[config.mk]
export PLATFORM = sky130hd
export DESIGN_NAME = traffic_phase_scheduler
export DESIGN_NICKNAME = d
export VERILOG_FILES = /design/src/rtl/traffic_pkg.sv /design/src/rtl/tick_prescaler.sv /design/src/rtl/traffic_phase_scheduler.sv
export SDC_FILE = /design/constraint.sdc
export NUM_CORES = 1
export LEC_CHECK = 0
export BUFFER_PORTS_ARGS = -buffer_cell sky130_fd_sc_hd__buf_2
export CAP_MARGIN = 15
export CORE_MARGIN = 2
export CORE_UTILIZATION = 59
export DETAILED_ROUTE_END_ITERATION = 7
export MAX_ROUTING_LAYER = met4
export PLACE_DENSITY = 0.84
export REMOVE_ABC_BUFFERS = 1
export SETUP_SLACK_MARGIN = 0.15
export SYNTH_ARGS = -nofsm -noshare
export SYNTH_HDL_FRONTEND = slang
export SYNTH_HIERARCHICAL = 1
export SYNTH_SLANG_ARGS = --single-unit
[constraint.sdc]
create_clock -name clock -period 4.8 [get_ports clock]
set_clock_uncertainty 0.1 [all_clocks]
set_input_delay 0.72 -clock clock [delete_from_list [all_inputs] [get_ports clock]]
set_output_delay 0.72 -clock clock [all_outputs]
set_load 0.03 [all_outputs]
[src/rtl/traffic_pkg.sv]
// Shared phase encoding and widths for the intersection controller family.
package traffic_pkg;

  localparam int unsigned PHASE_W = 4;
  localparam int unsigned DWELL_W = 8;

  // A/D are minimum green, B/E extension, C/F yellow; 0110..1111 are illegal.
  typedef enum logic [PHASE_W-1:0] {
    PH_A = 4'b0000,
    PH_B = 4'b0001,
    PH_C = 4'b0010,
    PH_D = 4'b0011,
    PH_E = 4'b0100,
    PH_F = 4'b0101
  } phase_t;

  function automatic logic [DWELL_W-1:0] dwell_sat_inc(input logic [DWELL_W-1:0] d);
    return (d == '1) ? d : d + DWELL_W'(1);
  endfunction

endpackage

[src/rtl/tick_prescaler.sv]
// Divides clock into timing ticks; clr restarts the divider at a phase boundary.
module tick_prescaler #(
  parameter int unsigned CLK_DIV = 4
) (
  input  logic clock,
  input  logic resetn,
  input  logic clr,
  input  logic en,
  output logic tick
);

  localparam int unsigned CNT_W = (CLK_DIV > 1) ? $clog2(CLK_DIV) : 1;
  localparam logic [CNT_W-1:0] CNT_LAST = CNT_W'(CLK_DIV - 1);

  logic [CNT_W-1:0] r_cnt;

  always_ff @(posedge clock or negedge resetn) begin
    if (!resetn) begin
      r_cnt <= '0;
    end else if (clr) begin
      r_cnt <= '0;
    end else if (en) begin
      r_cnt <= (r_cnt == CNT_LAST) ? '0 : r_cnt + CNT_W'(1);
    end
  end

  assign tick = en && (r_cnt == CNT_LAST);

endmodule

[src/rtl/traffic_phase_scheduler.sv]
// Timed phase sequencer for the T1/T2 + P1/P2 intersection; feeds the LED outputter.
module traffic_phase_scheduler
  import traffic_pkg::*;
#(
  parameter int unsigned CLK_DIV   = 4,
  parameter int unsigned GREEN_MIN = 3,
  parameter int unsigned EXT_MAX   = 5,
  parameter int unsigned YELLOW_T  = 2
) (
  input  logic               clock,
  input  logic               resetn,
  input  logic               req_p1,
  input  logic               req_p2,
  input  logic               hold,
  output logic [PHASE_W-1:0] phase,
  output logic               change,
  output logic               p1_wait,
  output logic               p2_wait,
  output logic [DWELL_W-1:0] dwell
);

  localparam logic [DWELL_W-1:0] GREEN_LAST  = DWELL_W'(GREEN_MIN - 1);
  localparam logic [DWELL_W-1:0] EXT_LAST    = DWELL_W'(EXT_MAX - 1);
  localparam logic [DWELL_W-1:0] YELLOW_LAST = DWELL_W'(YELLOW_T - 1);

  phase_t             r_phase;
  logic               r_change;
  logic               r_p1_wait;
  logic               r_p2_wait;
  logic [DWELL_W-1:0] r_dwell;

  phase_t             w_phase_nxt;
  logic               w_advance;
  logic               w_tick;
  logic               w_p1_wait_nxt;
  logic               w_p2_wait_nxt;
  logic [DWELL_W-1:0] w_dwell_nxt;

  tick_prescaler #(
    .CLK_DIV (CLK_DIV)
  ) u_prescaler (
    .clock  (clock),
    .resetn (resetn),
    .clr    (w_advance),
    .en     (!hold),
    .tick   (w_tick)
  );

  // State register plus dwell counter and request latches.
  always_ff @(posedge clock or negedge resetn) begin
    if (!resetn) begin
      r_phase   <= PH_A;
      r_change  <= 1'b0;
      r_p1_wait <= 1'b0;
      r_p2_wait <= 1'b0;
      r_dwell   <= '0;
    end else begin
      r_phase   <= w_phase_nxt;
      r_change  <= w_advance;
      r_p1_wait <= w_p1_wait_nxt;
      r_p2_wait <= w_p2_wait_nxt;
      r_dwell   <= w_dwell_nxt;
    end
  end

  // Next phase; only a tick can move a legal phase, an illegal code recovers at once.
  always_comb begin
    w_phase_nxt = r_phase;
    case (r_phase)
      PH_A: if (w_tick && (r_dwell == GREEN_LAST)) w_phase_nxt = PH_B;
      PH_B: if (w_tick && (r_p1_wait || (r_dwell == EXT_LAST))) w_phase_nxt = PH_C;
      PH_C: if (w_tick && (r_dwell == YELLOW_LAST)) w_phase_nxt = PH_D;
      PH_D: if (w_tick && (r_dwell == GREEN_LAST)) w_phase_nxt = PH_E;
      PH_E: if (w_tick && (r_p2_wait || (r_dwell == EXT_LAST))) w_phase_nxt = PH_F;
      PH_F: if (w_tick && (r_dwell == YELLOW_LAST)) w_phase_nxt = PH_A;
      default: w_phase_nxt = PH_A;
    endcase
  end

  assign w_advance = (w_phase_nxt != r_phase);

  // Dwell and request latches; entering a pedestrian's green clears its wait.
  always_comb begin
    w_dwell_nxt   = r_dwell;
    w_p1_wait_nxt = r_p1_wait;
    w_p2_wait_nxt = r_p2_wait;

    if (w_advance) begin
      w_dwell_nxt = '0;
    end else if (w_tick) begin
      w_dwell_nxt = dwell_sat_inc(r_dwell);
    end

    if (w_advance && (w_phase_nxt == PH_D)) begin
      w_p1_wait_nxt = 1'b0;
    end else if (req_p1 && (r_phase != PH_D) && (r_phase != PH_E)) begin
      w_p1_wait_nxt = 1'b1;
    end

    if (w_advance && (w_phase_nxt == PH_A)) begin
      w_p2_wait_nxt = 1'b0;
    end else if (req_p2 && (r_phase != PH_A) && (r_phase != PH_B)) begin
      w_p2_wait_nxt = 1'b1;
    end
  end

  assign phase   = r_phase;
  assign change  = r_change;
  assign p1_wait = r_p1_wait;
  assign p2_wait = r_p2_wait;
  assign dwell   = r_dwell;

endmodule

# Word level (Yosys, flattened, before mapping)
# Cells that the tools add are included.
# W data, S select, Z words.
[totals]
regBits = 17
[op_classes]
muxes = 17
add_sub_neg = 2
eq_ne = 17
reduce_logical = 21
[ops]
columns = ["cell", "n"]
rows = [
  ["$mux W4", 6],
  ["$mux W8", 3],
  ["$pmux W4 S6", 1],
  ["$eq A4 B2 Y1 const B", 3],
  ["$logic_and A1 B1 Y1", 11],
  ["$add A8 B1 Y8 const B", 1],
  ["$eq A4 B3 Y1 const B", 2],
  ["$eq A8 B1 Y1 const B", 1],
  ["$eq A8 B2 Y1 const B", 1],
  ["$eq A8 B3 Y1 const B", 1],
  ["$eq A8 B8 Y1 const B", 1],
  ["$logic_not A4 Y1", 2],
  ["$mux W2", 3],
  ["$reduce_bool A2 Y1", 3],
  ["$eq A4 B1 Y1 const B", 1],
  ["$mux W1", 4],
  ["$ne A4 B1 Y1 const B", 1],
  ["$ne A4 B2 Y1 const B", 1],
  ["$ne A4 B3 Y1 const B", 1],
  ["$ne A4 B4 Y1", 1],
  ["$reduce_bool A4 Y1", 1],
  ["$add A2 B1 Y2 const B", 1],
  ["$eq A2 B2 Y1 const B", 1],
  ["$logic_or A1 B1 Y1", 2],
  ["4 further kinds", 4],
]

# Depth between registers and ports, before layout
# Gate-level depths: netlist of run 1.
[logic_depth]
depth_word = 8
depth_mapped = 7
mapped_depth_nobuf = 7

# Cells and area by module
# The synthesis of run 1 kept the hierarchy.
[by_module_without_submodules]
columns = ["mod", "area_per_inst_um2", "seq_area_each_um2", "cells_per_inst", "n_inst"]
rows = [
  ["traffic_phase_scheduler", 1034.7, 375.4, 108, 1],
  ["tick_prescaler", 106.4, 50.0, 9, 1],
]

# Worst setup path after synthesis of run 1
# Ideal clock, no wire load.
[synth_timing]
path_kind = "input-to-reg"
from = "in hold"
to = "reg u_prescaler.r_cnt[1]"
path_stages = 7
t_required_ns = 4.581
t_arrival_ns = 2.206
path_slack_ns = 2.375
path_buffers = 0
path_cell_list = "inv_1 and2_1 nand2b_2 or4_4 a211oi_4 or3_1 nor2_1"
[synth_via]
elab_chain_len = 7
word_cells_on_any_way = 16
cone_classes = "eq/ne (2); mux (8); reduce/logical (6)"
[synth_lines]
columns = ["item", "line_no", "rtl"]
rows = [
  ["start, declared", "traffic_phase_scheduler.sv:14", "input logic hold,"],
  ["$logic_not A1 Y1 (*)", "traffic_phase_scheduler.sv:45", ".en (!hold),"],
  ["$logic_and A1 B1 Y1 (*)", "tick_prescaler.sv:27", "assign tick = en && (r_cnt == CNT_LAST);"],
  ["net w_tick", "traffic_phase_scheduler.sv:34", "logic w_tick;"],
  ["$logic_and A1 B1 Y1, on equally long branches", "--", ""],
  ["$mux W4, or another cell as far along", "traffic_phase_scheduler.sv:75", "PH_F: if (w_tick && (r_dwell == YELLOW_LAST)) w_phase_nxt = PH_A;"],
  ["$pmux W4 S6 (*)", "traffic_phase_scheduler.sv:69", "case (r_phase)"],
  ["$ne A4 B4 Y1 (*)", "traffic_phase_scheduler.sv:80", "assign w_advance = (w_phase_nxt != r_phase);"],
  ["net w_advance", "traffic_phase_scheduler.sv:33", "logic w_advance;"],
  ["$ne A2 B1 Y1 (no source line) or $mux W2 (tied branches)", "--", ""],
  ["end signal, assigned", "tick_prescaler.sv:23", "r_cnt <= (r_cnt == CNT_LAST) ? '0 : r_cnt + CNT_W'(1);"],
  ["end, declared", "tick_prescaler.sv:15", "logic [CNT_W-1:0] r_cnt;"],
]
# Mark *: on every way through the listed nets, which the timed path passes. The rest lies on a longest branch.
# A chain may end at the register's enable or synchronous reset.

# Final worst setup path of run 1
# Same ends and word-level chain as after synthesis.

==> results of run 1 <==
## cell type report
class	count	share of cell area (%)
Multi-Input combinational cell	88	52.3
Tap cell	25	2.45
Timing Repair Buffer	19	7.44
Sequential cell	17	33.3
Clock inverter	1	0.391
Clock buffer	3	1.76
Inverter	8	2.35
## through the flow
step	total power [uW]	hold WS [ns]	instances	setup slack [ns]
global route	256	0.242	161	2.03
finish	250	0.209	161	2.24
detailed placement	172	0.405	157	1.96
floorplan	163	0.324	113	2.38
CTS	249	0.230	161	2.26
global placement	171	0.394	157	2.02
## power by group through the flow
stage                     sequential (uW)  clock, uW  combinational, uW
after global placement                151          0               20.1
after detailed placement              151          0               20.7
after CTS                             148       79.9               20.8
final                                 148       81.2               20.5
after floorplan                       154          0               9.52
after global routing                  149       84.5               23.1
## cell usage after synthesis (2+ instances only)
| cell type | n |
|---|---|
| o21ai_0 | 6 |
| and2_1 | 4 |
| nor4_1 | 8 |
| nand3_1 | 3 |
| xnor2_1 | 2 |
| clkbuf_1 | 2 |
| o22a_1 | 2 |
| a41oi_1 | 3 |
| nand2_1 | 6 |
| o22ai_1 | 2 |
| nand2b_1 | 2 |
| nor3b_1 | 3 |
| dfrtp_1 | 17 |
| a31o_1 | 2 |
| nor2_1 | 5 |
| mux2i_1 | 7 |
| ha_1 | 5 |
| inv_1 | 8 |
| nand4_1 | 3 |
| or3b_1 | 2 |
| and3_1 | 3 |
## worst register-to-register path, stage by stage, from the launching register on
cell     delay (ns)
dfrtp_1        0.38
ha_1           0.16
and2_1         0.30
nor4b_4        0.32
a41oi_2        0.19
o22ai_1        0.62
or3_1          0.26
nor2_1         0.06
## per-layer routing
metal / vias up / part of all wire [%] / GRT usage [%]
met4: 0 / 2.7 / 16.2
met3: 6 / 4.1 / 2.64
li1: 476 / - / -
met1: 490 / 43 / 33.5
met2: 32 / 50 / 43.2
met5: - / 0 / -
## worst max path at each step
stage          start                                to  slack [ns]  cells after the start
2_1_floorplan   hold  u_prescaler/r_cnt[1]$_DFFE_PN0P_        2.38                      7
3_3_place_gp    hold  u_prescaler/r_cnt[1]$_DFFE_PN0P_        2.02                      8
3_5_place_dp    hold  u_prescaler/r_cnt[1]$_DFFE_PN0P_        1.96                      8
4_1_cts         hold  u_prescaler/r_cnt[1]$_DFFE_PN0P_        2.26                      8
5_1_grt         hold  u_prescaler/r_cnt[1]$_DFFE_PN0P_        2.03                      8
6_report        hold  u_prescaler/r_cnt[1]$_DFFE_PN0P_        2.24                      8
## logic make-up (layout without fill, tap and decap cells)
family	count (synthesis)	in the layout	synth area share, %
other cells	1	1	0.329
simple gates	51	51	29.5
flops	17	17	37.3
buf+inv	12	31	4.06
fa+ha+maj	5	5	5.48
compound gates	22	22	15.7
xor+xnor	2	2	1.54
mux	7	7	6.14
## state kept, by name, summed over array words and instances, names as in the netlist
signal,cells
dwell,8
p2_wait,1
p1_wait,1
change,1
phase,4
u_prescaler/r_cnt,2
## placed cells by master (no fill, tap or decap), types with 4 or more instances in the layout
cell type   n
ha_1        5
buf_2      19
and2_1      4
nand2_1     6
dfrtp_1    17
mux2i_1     7
o21ai_0     6
inv_1       8
nor2_1      5
nor4_1      8
==> results by stage, run 1 <==
Outcome:
- The flow ran to the end, and the final reports show no timing, DRC or antenna violations.

Global route:
- The number of antenna violations at the first check in global routing is 0.
- The number of global-route vias before repair is 941.
- Entering global routing, the biggest net connects 18 pins.
- The first global-routing pass estimated 4.13 mm of wire.
- After global routing the overflow that remains totals 0.
- Across every metal layer, demand over resource in global routing totals 27.3%.

Route:
- The iteration count of the initial detailed-routing pass is 4.
- The average wire per cell in the routed design is 15.7 um.
- The remaining number of nets flagged by the antenna check after routing is 0.
- The total number of vias is 1004.
- Wires add up to 2.53 mm.
- In this run, the number of DRC markers left after iteration 0 of detailed routing was 47.
- The routed via count divided by cell count is 6.24.
- In the routed design, unresolved DRC markers number 0.

Clock tree:
- Once the clock tree was built, the resizer swapped 0 gates to a different size.
- The CTS tree is done.
- At the later pin of the worst-skew pair, clock insertion delay measures 0.31 ns.
- The deepest clock path buffer count is 2.
- Post-CTS timing repair inserted 0 buffers for setup.
- The CTS sink count is 17.
- The CTS clock-pin slew for the worst setup and hold paths is 0.11 ns.
- The number of levels the H-tree was split into is 1.
- The tree is rooted in a clkbuf_4.
- The total CTS buffers is 3.
- The number of buffers added to fix hold violations after cts is 0.

Timing:
- The final-report setup violation count is 0.
- The pin slew with the least headroom to its limit is 0.753 ns.
- The number of endpoints with negative hold slack in the final report is 0.
- Subtracting the final worst setup slack from the clock period gives 2.56 ns.
- The worst path uses 53.4% of the clock period.
- Headroom to the max-slew limit came out at 49.8%.
- The highest achievable clock rate is 390 MHz.
- Setup repair after global routing left no endpoint under its margin.
- Setup total negative slack on the finished layout was measured at 0 ns.
- The final max-slew violation count is 0.

Power:
- The worst IR drop on VDD is 0.229 mV.
- The ratio of total power to cell area is 195 mW/mm^2.
- The share of total power dissipated in combinational logic is 8.2%.
- Per report_power, the sequential group accounts for 59.3% of the total.
- The internal power contribution is 184 uW.
- The analysis attributes to net switching a power of 65.6 uW.
- The leakage power is 0.000612 uW.
- Of the total power, the clock network draws 32.5%.
- The switching part of the total power is 26.2%.

Worst setup path:
- The slowest stage of the critical path is the o22ai_1 cell.
- The arrival time at the worst endpoint is 2.67 ns.
- The sort of element at the end of the critical path is a register.
- The nature of the critical path startpoint is a primary input.
- Measured in cells, the most critical reg-to-reg path has a length of 7.
- The maximum fanout count along the critical path is 9.
- The flop-to-flop setup slack is 2.31 ns.
- The critical path in this run is classified as primary input to register.
- Traced cell by cell, the critical path runs through buf_2 -> inv_1 -> and2_1 -> nor4b_4 -> a41oi_2 -> o22ai_1 -> or3_1 -> nor2_1.
- The required time of the critical path is 4.91 ns.
- The delay of the slowest cell on the worst path is 0.62 ns.
- The terminus of the critical flop-to-flop path is u_prescaler/r_cnt[1]$_DFFE_PN0P_.
- The startpoint identified for the worst register-to-register timing path is u_prescaler/r_cnt[0]$_DFFE_PN0P_.
- Counting both buffers and inverters, the worst setup path holds a total of 2.
- Broken down by cell family, the worst path's largest delay share belongs to simple AND/OR/NAND/NOR gates.

Floorplan:
- The die extent in x is 48.0 um.
- The total number of placement rows is 15.
- 20 I/O pins were placed.
- In this run the standard cell core region covers 0.00176 sq mm.
- The floorplan step defined a die boundary enclosing 0.00230 sq mm.
- Measured along the y axis, the die boundary spans 48.0 um.
- For this configuration, the core starts out at a cell density of 64.7%.

Yosys:
- The leading area contributor after synthesis is dfrtp_1.
- The post-synth design cell area is 0.00114 sq mm.
- The average instance in the mapped netlist occupies 9.75 sq um.
- In this run the biggest area consumer among cell types represents 37.3% of the synthesized area.
- The synthesized netlist contains 43 unique library cells.
- The sequential fraction of the synthesis area is 37.3%.
- The number of enable flip-flop cells after synthesis is 0.
- The synthesized instance count is 117.
- In the synthesized netlist the dominant register cell turns out to be dfrtp_1.
- By area the synthesized netlist is led by dfrtp_1 37%, mux2i_1 6.1%, ha_1 5.5%.
- The register bit count reported by yosys is 17.
- The number of warnings issued by yosys is 6.
- The post-synthesis async set-or-reset flop share is 100%.

Cells and area:
- The area added between synthesis and finish is 12.1%.
- The number of nets in the layout is 147.
- Once layout is done, the placed cells without fillers occupy 0.00128 sq mm.
- Counting the fill cells in the layout gives 155.
- The share of final-layout standard cells stronger than drive strength 1 is 23.5%.
- Summing all multi-input logic gate instances after layout gives 669 sq um.
- The number of antenna diodes in the final layout is 0.
- In the final layout, flip-flops and latches occupy 425 sq um.
- At the end of the flow the core is filled with cells to 72.5%.

Min path:
- The worst hold-check path type is primary input to async pin.

Placed design:
- Summing all placed instances gives a cell area of 0.00125 sq mm.
- The count of buffers added on input and output ports is 19.
- The congestion estimate from routability-driven global placement came to 0.958.
- The HPWL after detailed placement is 1.82 mm.

Run:
- The count of maximum capacitance violations is 0.
Note: power is estimated with default switching activity, not from simulation.
==> run 2, diff against run 1 <==
- ABC_AREA: not set -> 1
- CORE_UTILIZATION: 59 -> 54
- PLACE_DENSITY: 0.84 -> 0.79
- clock period: 4.8 -> 2.45 ns (I/O delays scaled with it)
==> results by stage, run 2 <==
Global route:
- The number of global-route vias before repair is 966 (+2.7%).
- The leftover overflow at the end of global routing was 0 (unchanged).
- The total routing resource utilization after global routing was 22.0% (-5.3 points).
- The maximum number of pins on one net before global-route repair is 18 (unchanged).
- The number of antenna violations at the first check in global routing is 0 (unchanged).
- The global-route wire length before repair is 4.14 mm (+0.34%).

Power:
- The ratio of total power to cell area is 379 mW/mm^2 (+94%).
- The net switching power of the design is 122 uW (+86%).
- The internal power contribution came to 360 uW (+95%).
- The worst IR drop on VDD is 0.359 mV (+57%).
- The sequential share of power is 60.3% (+1.0 points).
- The total power after layout was 482 uW (+93%).
- The clock network fraction of total power is 30.9% (-1.6 points).
- The leakage power is 0.000694 uW (+13%).
- The part of the total power dissipated in combinational logic is 8.7% (+0.5 points).
- The switching part of the total power was 25.3% (-0.94 points).

Timing:
- The number of endpoints with negative hold slack in the final report is 0 (unchanged).
- The highest achievable clock rate is 494 MHz.
- The final total negative setup slack is 0 ns (unchanged).
- Setup repair after global routing left no endpoint under its margin.
- The share of the clock period used by the worst path is 82.6%.
- The final max-slew violation count is 0 (unchanged).
- The final-report setup violation count is 0 (unchanged).
- The smallest clock period supported by the final layout is computed as 2.02 ns.

Cells and area:
- The post-route non-filler standard cell count was 201 (+25%).
- The library cells used most frequently in the layout, excluding fill and tap cells, are 33 x nand2_1, 21 x nor2_1, 19 x buf_2, 18 x inv_1, 17 x dfrtp_1.
- The number of nets in the layout is 185 (+26%).
- The number of flip-flops in the largest register was 8 (unchanged).
- The antenna diode count was 0 (unchanged).
- Compared with the post-synthesis result, the final layout area differs by 13.9%.
- The share of final-layout standard cells stronger than drive strength 1 is 28.7% (+5.2 points).
- The final instance area is 0.00127 sq mm (-0.49%).
- The most common library cell in the layout ignoring fill and taps is nand2_1.

Placed design:
- The final estimated routing congestion in global placement came to 0.891 (-7.1%).
- The count of placed standard cells including taps came to 196 (+25%).
- The HPWL after detailed placement came to 1.76 mm (-2.9%).
- The post-placement cell area is 0.00123 sq mm (-1.3%).
- The number of buffers added on ports is 19 (unchanged).

Yosys:
- The register bit count reported by yosys is 17 (unchanged).
- The number of warnings issued by yosys is 6 (unchanged).
- The post-synthesis async set-or-reset flop share is 100% (unchanged).
- The synthesized instance count is 151 (+29%).
- Sorting the synthesized cells by how often they occur yields 33 x nand2_1, 21 x nor2_1, 19 x inv_1, 17 x dfrtp_1, 12 x nand3_1.
- Yosys attributes the largest share of cell area to dfrtp_1 38%, nand2_1 11%, nor2_1 7.1%.
- The most used flip-flop cell after synthesis is dfrtp_1.
- Summed over all instances, the cell type with the most area after synthesis is dfrtp_1.
- The area fraction of the dominant cell type after synthesis is 38.1% (+0.79 points).
- The average cell area after synthesis is 7.40 sq um (-24%).
- The number of library cell types mapped by synthesis is 23 (-47%).
- The post-synth design cell area is 0.00112 sq mm (-2.1%).
- The sequential fraction of the synthesis area is 38.1% (+0.79 points).
- The most common cell in the synthesized netlist is nand2_1.
- The number of enable flip-flop cells after synthesis is 0 (unchanged).

Route:
- The number of DRC markers after the initial detailed-route iteration was 17 (-64%).
- The sum of routed wire length over all layers was 2.22 mm (-12%).
- The remaining number of nets flagged by the antenna check after routing is 0 (unchanged).
- The average wire per cell in the routed design is 11.1 um (-30%).
- The detailed-routed wire length on met3 is 83 um (-19%).
- The total number of vias is 995 (-0.90%).
- The routed via count divided by cell count is 4.95 (-21%).
- The number of remaining DRC errors came to 0 (unchanged).
- The met2 layer wire length in the routed design is 1.13 mm (-12%).
- The met1 wire length was 978 um (-9.7%).
- The iteration count of the initial detailed-routing pass was 5 (+1).
- The highest signal layer in the routed design is met4.

Floorplan:
- The area of the core region is 0.00196 sq mm (+11%).
- The die extent in x is 49.5 um (+3.1%).
- The die area was 0.00245 sq mm (+6.4%).
- The total number of placement rows is 16 (+1).
- The starting density of the core came to 57.0% (-7.7 points).
- The number of top-level design ports is 20 (unchanged).
- The floorplan die height is 49.5 um (+3.1%).

Clock tree:
- The clock network latency to the later pin of the worst-skew pair is 0.28 ns (-0.03 ns).
- The CTS clock-pin slew for the worst setup and hold paths was 0.10 ns (about the same).
- The cell sitting at the root of the clock tree is a clkbuf_4.
- The number of levels the H-tree was split into is 1 (unchanged).
- The CTS tree is done.
- The deepest clock path buffer count is 2 (unchanged).
- The total CTS buffers came to 3 (unchanged).
- The CTS sink count came to 17 (unchanged).

Worst setup path:
- The maximum fanout count along the critical path is 11 (+2).
- The required time of the critical path is 2.58 ns (-2.33 ns).
- The nature of the critical path startpoint is a register.
- The arrival time at the worst endpoint is 2.15 ns (-0.52 ns).
- The type of the setup path with the least slack is register to register.
- STA classifies the critical path endpoint as a register.

Outcome:
- The run finished with clean final reports.

Min path:
- The worst hold path belongs to the class primary input to register.

Run:
- The count of maximum capacitance violations is 0 (unchanged).
run 2: final timing paths:
kind / from / end / slack (ns) / depth (start not counted)
min in group asynchronous: resetn / dwell[4]$_DFFE_PN0P_ / 0.42 / 2
worst max register to register: u_prescaler/r_cnt[0]$_DFFE_PN0P_ / u_prescaler/r_cnt[0]$_DFFE_PN0P_ / 0.43 / 13
max in group asynchronous: resetn / phase[0]$_DFF_PN0_ / 1.55 / 2
worst min register to register: u_prescaler/r_cnt[1]$_DFFE_PN0P_ / u_prescaler/r_cnt[1]$_DFFE_PN0P_ / 0.41 / 2
worst min-delay path: req_p2 / p2_wait$_DFFE_PN0P_ / 0.24 / 3
worst max-delay path: u_prescaler/r_cnt[0]$_DFFE_PN0P_ / u_prescaler/r_cnt[0]$_DFFE_PN0P_ / 0.43 / 13
run 2: cell families (layout without fill, tap and decap cells):
| family | after synthesis | after routing | synth area share (%) |
|---|---|---|---|
| adder cells (fa/ha/maj) | 5 | 5 | 5.60 |
| AO/OA/AOI/OAI | 10 | 10 | 6.05 |
| buffers and inverters | 28 | 51 | 10.1 |
| AND/OR/NAND/NOR | 87 | 87 | 37.5 |
| flip-flops | 17 | 17 | 38.1 |
| other | 1 | 1 | 0.336 |
| XOR/XNOR | 3 | 3 | 2.35 |
run 2: critical path: stages (launching register included):
cell	delay [ns]
dfrtp_1	0.39
ha_1	0.18
nand2_1	0.07
inv_2	0.15
nand2_2	0.07
nor2_2	0.11
nand2_1	0.07
nand2_2	0.09
nand4_1	0.10
a21oi_2	0.22
nand2_4	0.14
nor2_2	0.15
nand2_1	0.06
nand2_1	0.06
run 2: repair_timing:
item,CTS,global route
setup endpoints to repair,0,2
hold buffers,1,0
hold endpoints to repair,17,0
resized for setup,0,1
buffers inserted,0,0
run 2: final cells by class:
type / count / area (sq um)
inverters: 27 / 101
flip-flops and latches: 17 / 425
fillers: 198 / 689
clock buffers: 3 / 22.5
multi-input cells: 106 / 579
well taps: 27 / 33.8
clock inverters: 1 / 5.00
repair buffers: 20 / 105
run 2: through the flow:
stage	utilization [%]	hold slack [ns]	setup WS (ns)
2_1_floorplan	-	-0.0281	0.538
3_3_place_gp	62.9	0.203	0.363
3_5_place_dp	62.9	0.218	0.319
4_1_cts	64.9	0.241	0.343
5_1_grt	64.9	0.269	0.198
6_report	64.9	0.245	0.426
run 2: routing by layer:
layer	up-vias	global-route usage, %
li1	510	-
met1	458	28.4
met2	23	36.5
met3	4	2.12
met4	0	7.87
met5	-	-
run 2: power groups by stage:
stage          registers (uW)  clock network, uW  logic [uW]
4_1_cts                   291                154        42.8
2_1_floorplan             302                  0        18.8
3_3_place_gp              296                  0        39.5
5_1_grt                   292                160        48.1
3_5_place_dp              296                  0        41.4
6_report                  291                149        42.1
==> run 3, diff against run 2 <==
- CORE_UTILIZATION: 54 -> 49
- PLACE_DENSITY: 0.79 -> 0.75
- clock period: 2.45 -> 1.8 ns (I/O delays scaled with it)
==> results by stage, run 3 (synthesis gave the netlist of run 2 again) <==
Cells and area:
- The post-route non-filler standard cell count is 230 (+14%).
- The top cell types in the final layout, fill and taps aside, are 28 x nand2_1, 22 x buf_4, 19 x nor2_1, 19 x buf_2, 17 x dfrtp_1.
- The number of flip-flops in the largest register is 8 (unchanged).
- The share of final-layout standard cells stronger than drive strength 1 is 45.5% (+17 points).
- The library cell used most frequently in the layout, excluding fill and tap cells, is nand2_1.
- The utilization after layout was 72.0% (+7.2 points).
- The number of nets in the layout is 213 (+15%).
- The count of filler cells inserted in the layout is 163 (-18%).
- The final instance area is 0.00158 sq mm (+24%).
- The area added between synthesis and finish is 41.2%.
- The antenna diode count is 0 (unchanged).

Route:
- The sum of routed wire length over all layers is 2.95 mm (+33%).
- The total number of vias is 1153 (+16%).
- The number of DRC markers after the initial detailed-route iteration was 37 (+20).
- The number of remaining DRC errors came to 0 (unchanged).
- The average wire per cell in the routed design came to 12.8 um (+16%).
- The iteration count of the initial detailed-routing pass came to 4 (-1).
- The remaining number of nets flagged by the antenna check after routing is 0 (unchanged).
- The routed via count divided by cell count is 5.01 (+1.3%).

Worst setup path:
- The required time of the critical path was 1.90 ns (-0.68 ns).
- Traced cell by cell, the critical path runs through ha_2 -> nand2_2 -> inv_2 -> nand2_2 -> nor2_4 -> nand2_2 -> nand2_4 -> nand4_1 -> a21oi_4 -> buf_4 -> nand2_4 -> buf_6.
- The maximum fanout count along the critical path is 5 (-6).
- The worst path buffer plus inverter count is 3 (+2).
- The type of the setup path with the least slack is register to register.
- The arrival time at the worst endpoint is 2.06 ns (-0.09 ns).
- In this design, the largest share of critical-path delay is due to simple AND/OR/NAND/NOR gates.
- The delay of the slowest cell on the worst path is 0.39 ns (about the same).
- The standard cell with the maximum stage delay on the critical path is dfrtp_1.
- The most frequent cell on the critical path is nand2_2.
- STA classifies the critical path endpoint as a register.
- The nature of the critical path startpoint is a register.

Outcome:
- The run finished, with violations left.
- The final reports fail on setup timing.

Global route:
- The number of antenna violations at the first check in global routing is 0 (unchanged).
- The total routing resource utilization after global routing is 24.2% (+2.2 points).
- The number of global-route vias before repair is 1072 (+11%).
- The leftover overflow at the end of global routing was 0 (unchanged).
- The global-route wire length before repair is 4.72 mm (+14%).
- The maximum number of pins on one net before global-route repair is 18 (unchanged).

Placed design:
- The HPWL after detailed placement came to 2.07 mm (+17%).
- The post-placement cell area is 0.00136 sq mm (+9.8%).
- The count of placed standard cells including taps is 213 (+8.7%).
- The final estimated routing congestion in global placement was 0.865 (-2.8%).
- The placement-stage worst setup slack came to -0.188 ns (-0.508 ns).
- The number of buffers added on ports is 19 (unchanged).

Floorplan:
- The total number of placement rows is 17 (+1).
- The starting density of the core was 51.0% (-6.0 points).
- The die extent in x is 51.8 um (+4.6%).
- The floorplan die height is 51.8 um (+4.6%).
- The die area was 0.00268 sq mm (+9.4%).
- The number of top-level design ports is 20 (unchanged).
- The area of the core region is 0.00219 sq mm (+12%).

Clock tree:
- The CTS sink count was 17 (unchanged).
- The clock network latency to the later pin of the worst-skew pair is 0.29 ns (about the same).
- The CTS clock-pin slew for the worst setup and hold paths is 0.10 ns (about the same).
- The number of levels the H-tree was split into came to 1 (unchanged).
- The deepest clock path buffer count is 2 (unchanged).
- The tree is rooted in a clkbuf_4.
- The total CTS buffers is 3 (unchanged).
- TritonCTS built the clock tree.

Power:
- The worst IR drop on VDD was 0.507 mV (+41%).
- The leakage power came to 0.000840 uW (+21%).
- The ratio of total power to cell area is 441 mW/mm^2 (+16%).

Timing:
- The final max-slew violation count is 0 (unchanged).
- The share of the clock period used by the worst path was 109% (+26 points).
- Setup repair after global routing could not meet its margin everywhere.
- The highest achievable clock rate is 510 MHz (+3.2%).
- The final total negative setup slack is -1.50 ns (-1.50 ns).
- The time the final worst path needs with I/O delays and setup was 1.96 ns (-0.0620 ns).
- The number of endpoints with negative hold slack in the final report came to 0 (unchanged).
- The setup slack after layout came to -0.162 ns (-0.588 ns).
- The final-report setup violation count is 12 (+12).

Run:
- The count of maximum capacitance violations is 0 (unchanged).

Min path:
- The worst hold-check path type is primary input to register.
==> run 3: cell count changes in the layout (fill, tap and decap cells not counted), moves of 3 or more <==
| cell | delta |
|---|---|
| buf_4 | +22 |
| buf_6 | +5 |
| nand2_1 | -5 |
| nand2_2 | +4 |
| nor2_4 | +4 |
| ha_1 | -3 |
| ha_2 | +3 |
| inv_1 | -3 |
| inv_2 | +3 |
==> run 3: layout make-up <==
| type | count | area [sq um] | share of cell area, % |
|---|---|---|---|
| multi-input combinational | 107 | 662 | 42.0 |
| sequential | 17 | 425 | 27.0 |
| timing repair buffer | 47 | 327 | 20.7 |
| inverter | 27 | 101 | 6.42 |
| tap | 28 | 35.0 | 2.22 |
| clock buffer | 3 | 22.5 | 1.43 |
| clock inverter | 1 | 5.00 | 0.317 |
==> run 3: power by group <==
part	leakage (uW)	switching, uW	internal (uW)	total (uW)
Sequential	0.000225	5.89	390	396
Clock	0.0000177	126	82.7	208
Combinational	0.000597	51.5	39.6	91.0
==> run 3: path summary, 6_finish.rpt <==
path | start | endpoint | slack (ns) | depth (start not counted)
setup / recovery | u_prescaler/r_cnt[1]$_DFFE_PN0P_ | change$_DFF_PN0_ | -0.16 | 12
hold / removal | req_p2 | p2_wait$_DFFE_PN0P_ | 0.15 | 3
setup reg to reg | u_prescaler/r_cnt[1]$_DFFE_PN0P_ | change$_DFF_PN0_ | -0.16 | 12
hold reg to reg | u_prescaler/r_cnt[1]$_DFFE_PN0P_ | u_prescaler/r_cnt[1]$_DFFE_PN0P_ | 0.43 | 2
max in group asynchronous | resetn | phase[2]$_DFF_PN0_ | 1.00 | 2
min in group asynchronous | resetn | dwell[2]$_DFFE_PN0P_ | 0.32 | 2
==> run 3: worst reg2reg max path, stage by stage (launching register included) <==
cell     delay (ns)
dfrtp_1        0.39
ha_2           0.21
nand2_2        0.06
inv_2          0.08
nand2_2        0.06
nor2_4         0.09
nand2_2        0.07
nand2_4        0.07
nand4_1        0.13
a21oi_4        0.26
buf_4          0.17
nand2_4        0.06
buf_6          0.11
==> run 3: timing repair <==
| action | CTS | global route |
|---|---|---|
| hold buffers | 1 | 0 |
| buffers inserted | 5 | 6 |
| resized for setup | 10 | 18 |
| pin swaps | 9 | 14 |
| endpoints found under the hold margin | 17 | 0 |
| cloned | 1 | 0 |
| endpoints found under the setup margin | 13 | 14 |
==> run 3: layer usage <==
layer  up-vias  GRT usage, %  share of wire (%)
met5         -             -                  0
met4         0          9.21                1.1
met3         6          2.59                3.8
met2        34          41.7                 54
met1       548          29.3                 41
li1        565             -                  -
==> run 3: per-stage QoR <==
stage / power [uW] / hold slack (ns)
global placement: 467 / 0.113
detailed placement: 472 / 0.119
finish: 695 / 0.148
floorplan: 437 / -0.126
CTS: 706 / 0.133
global route: 732 / 0.144
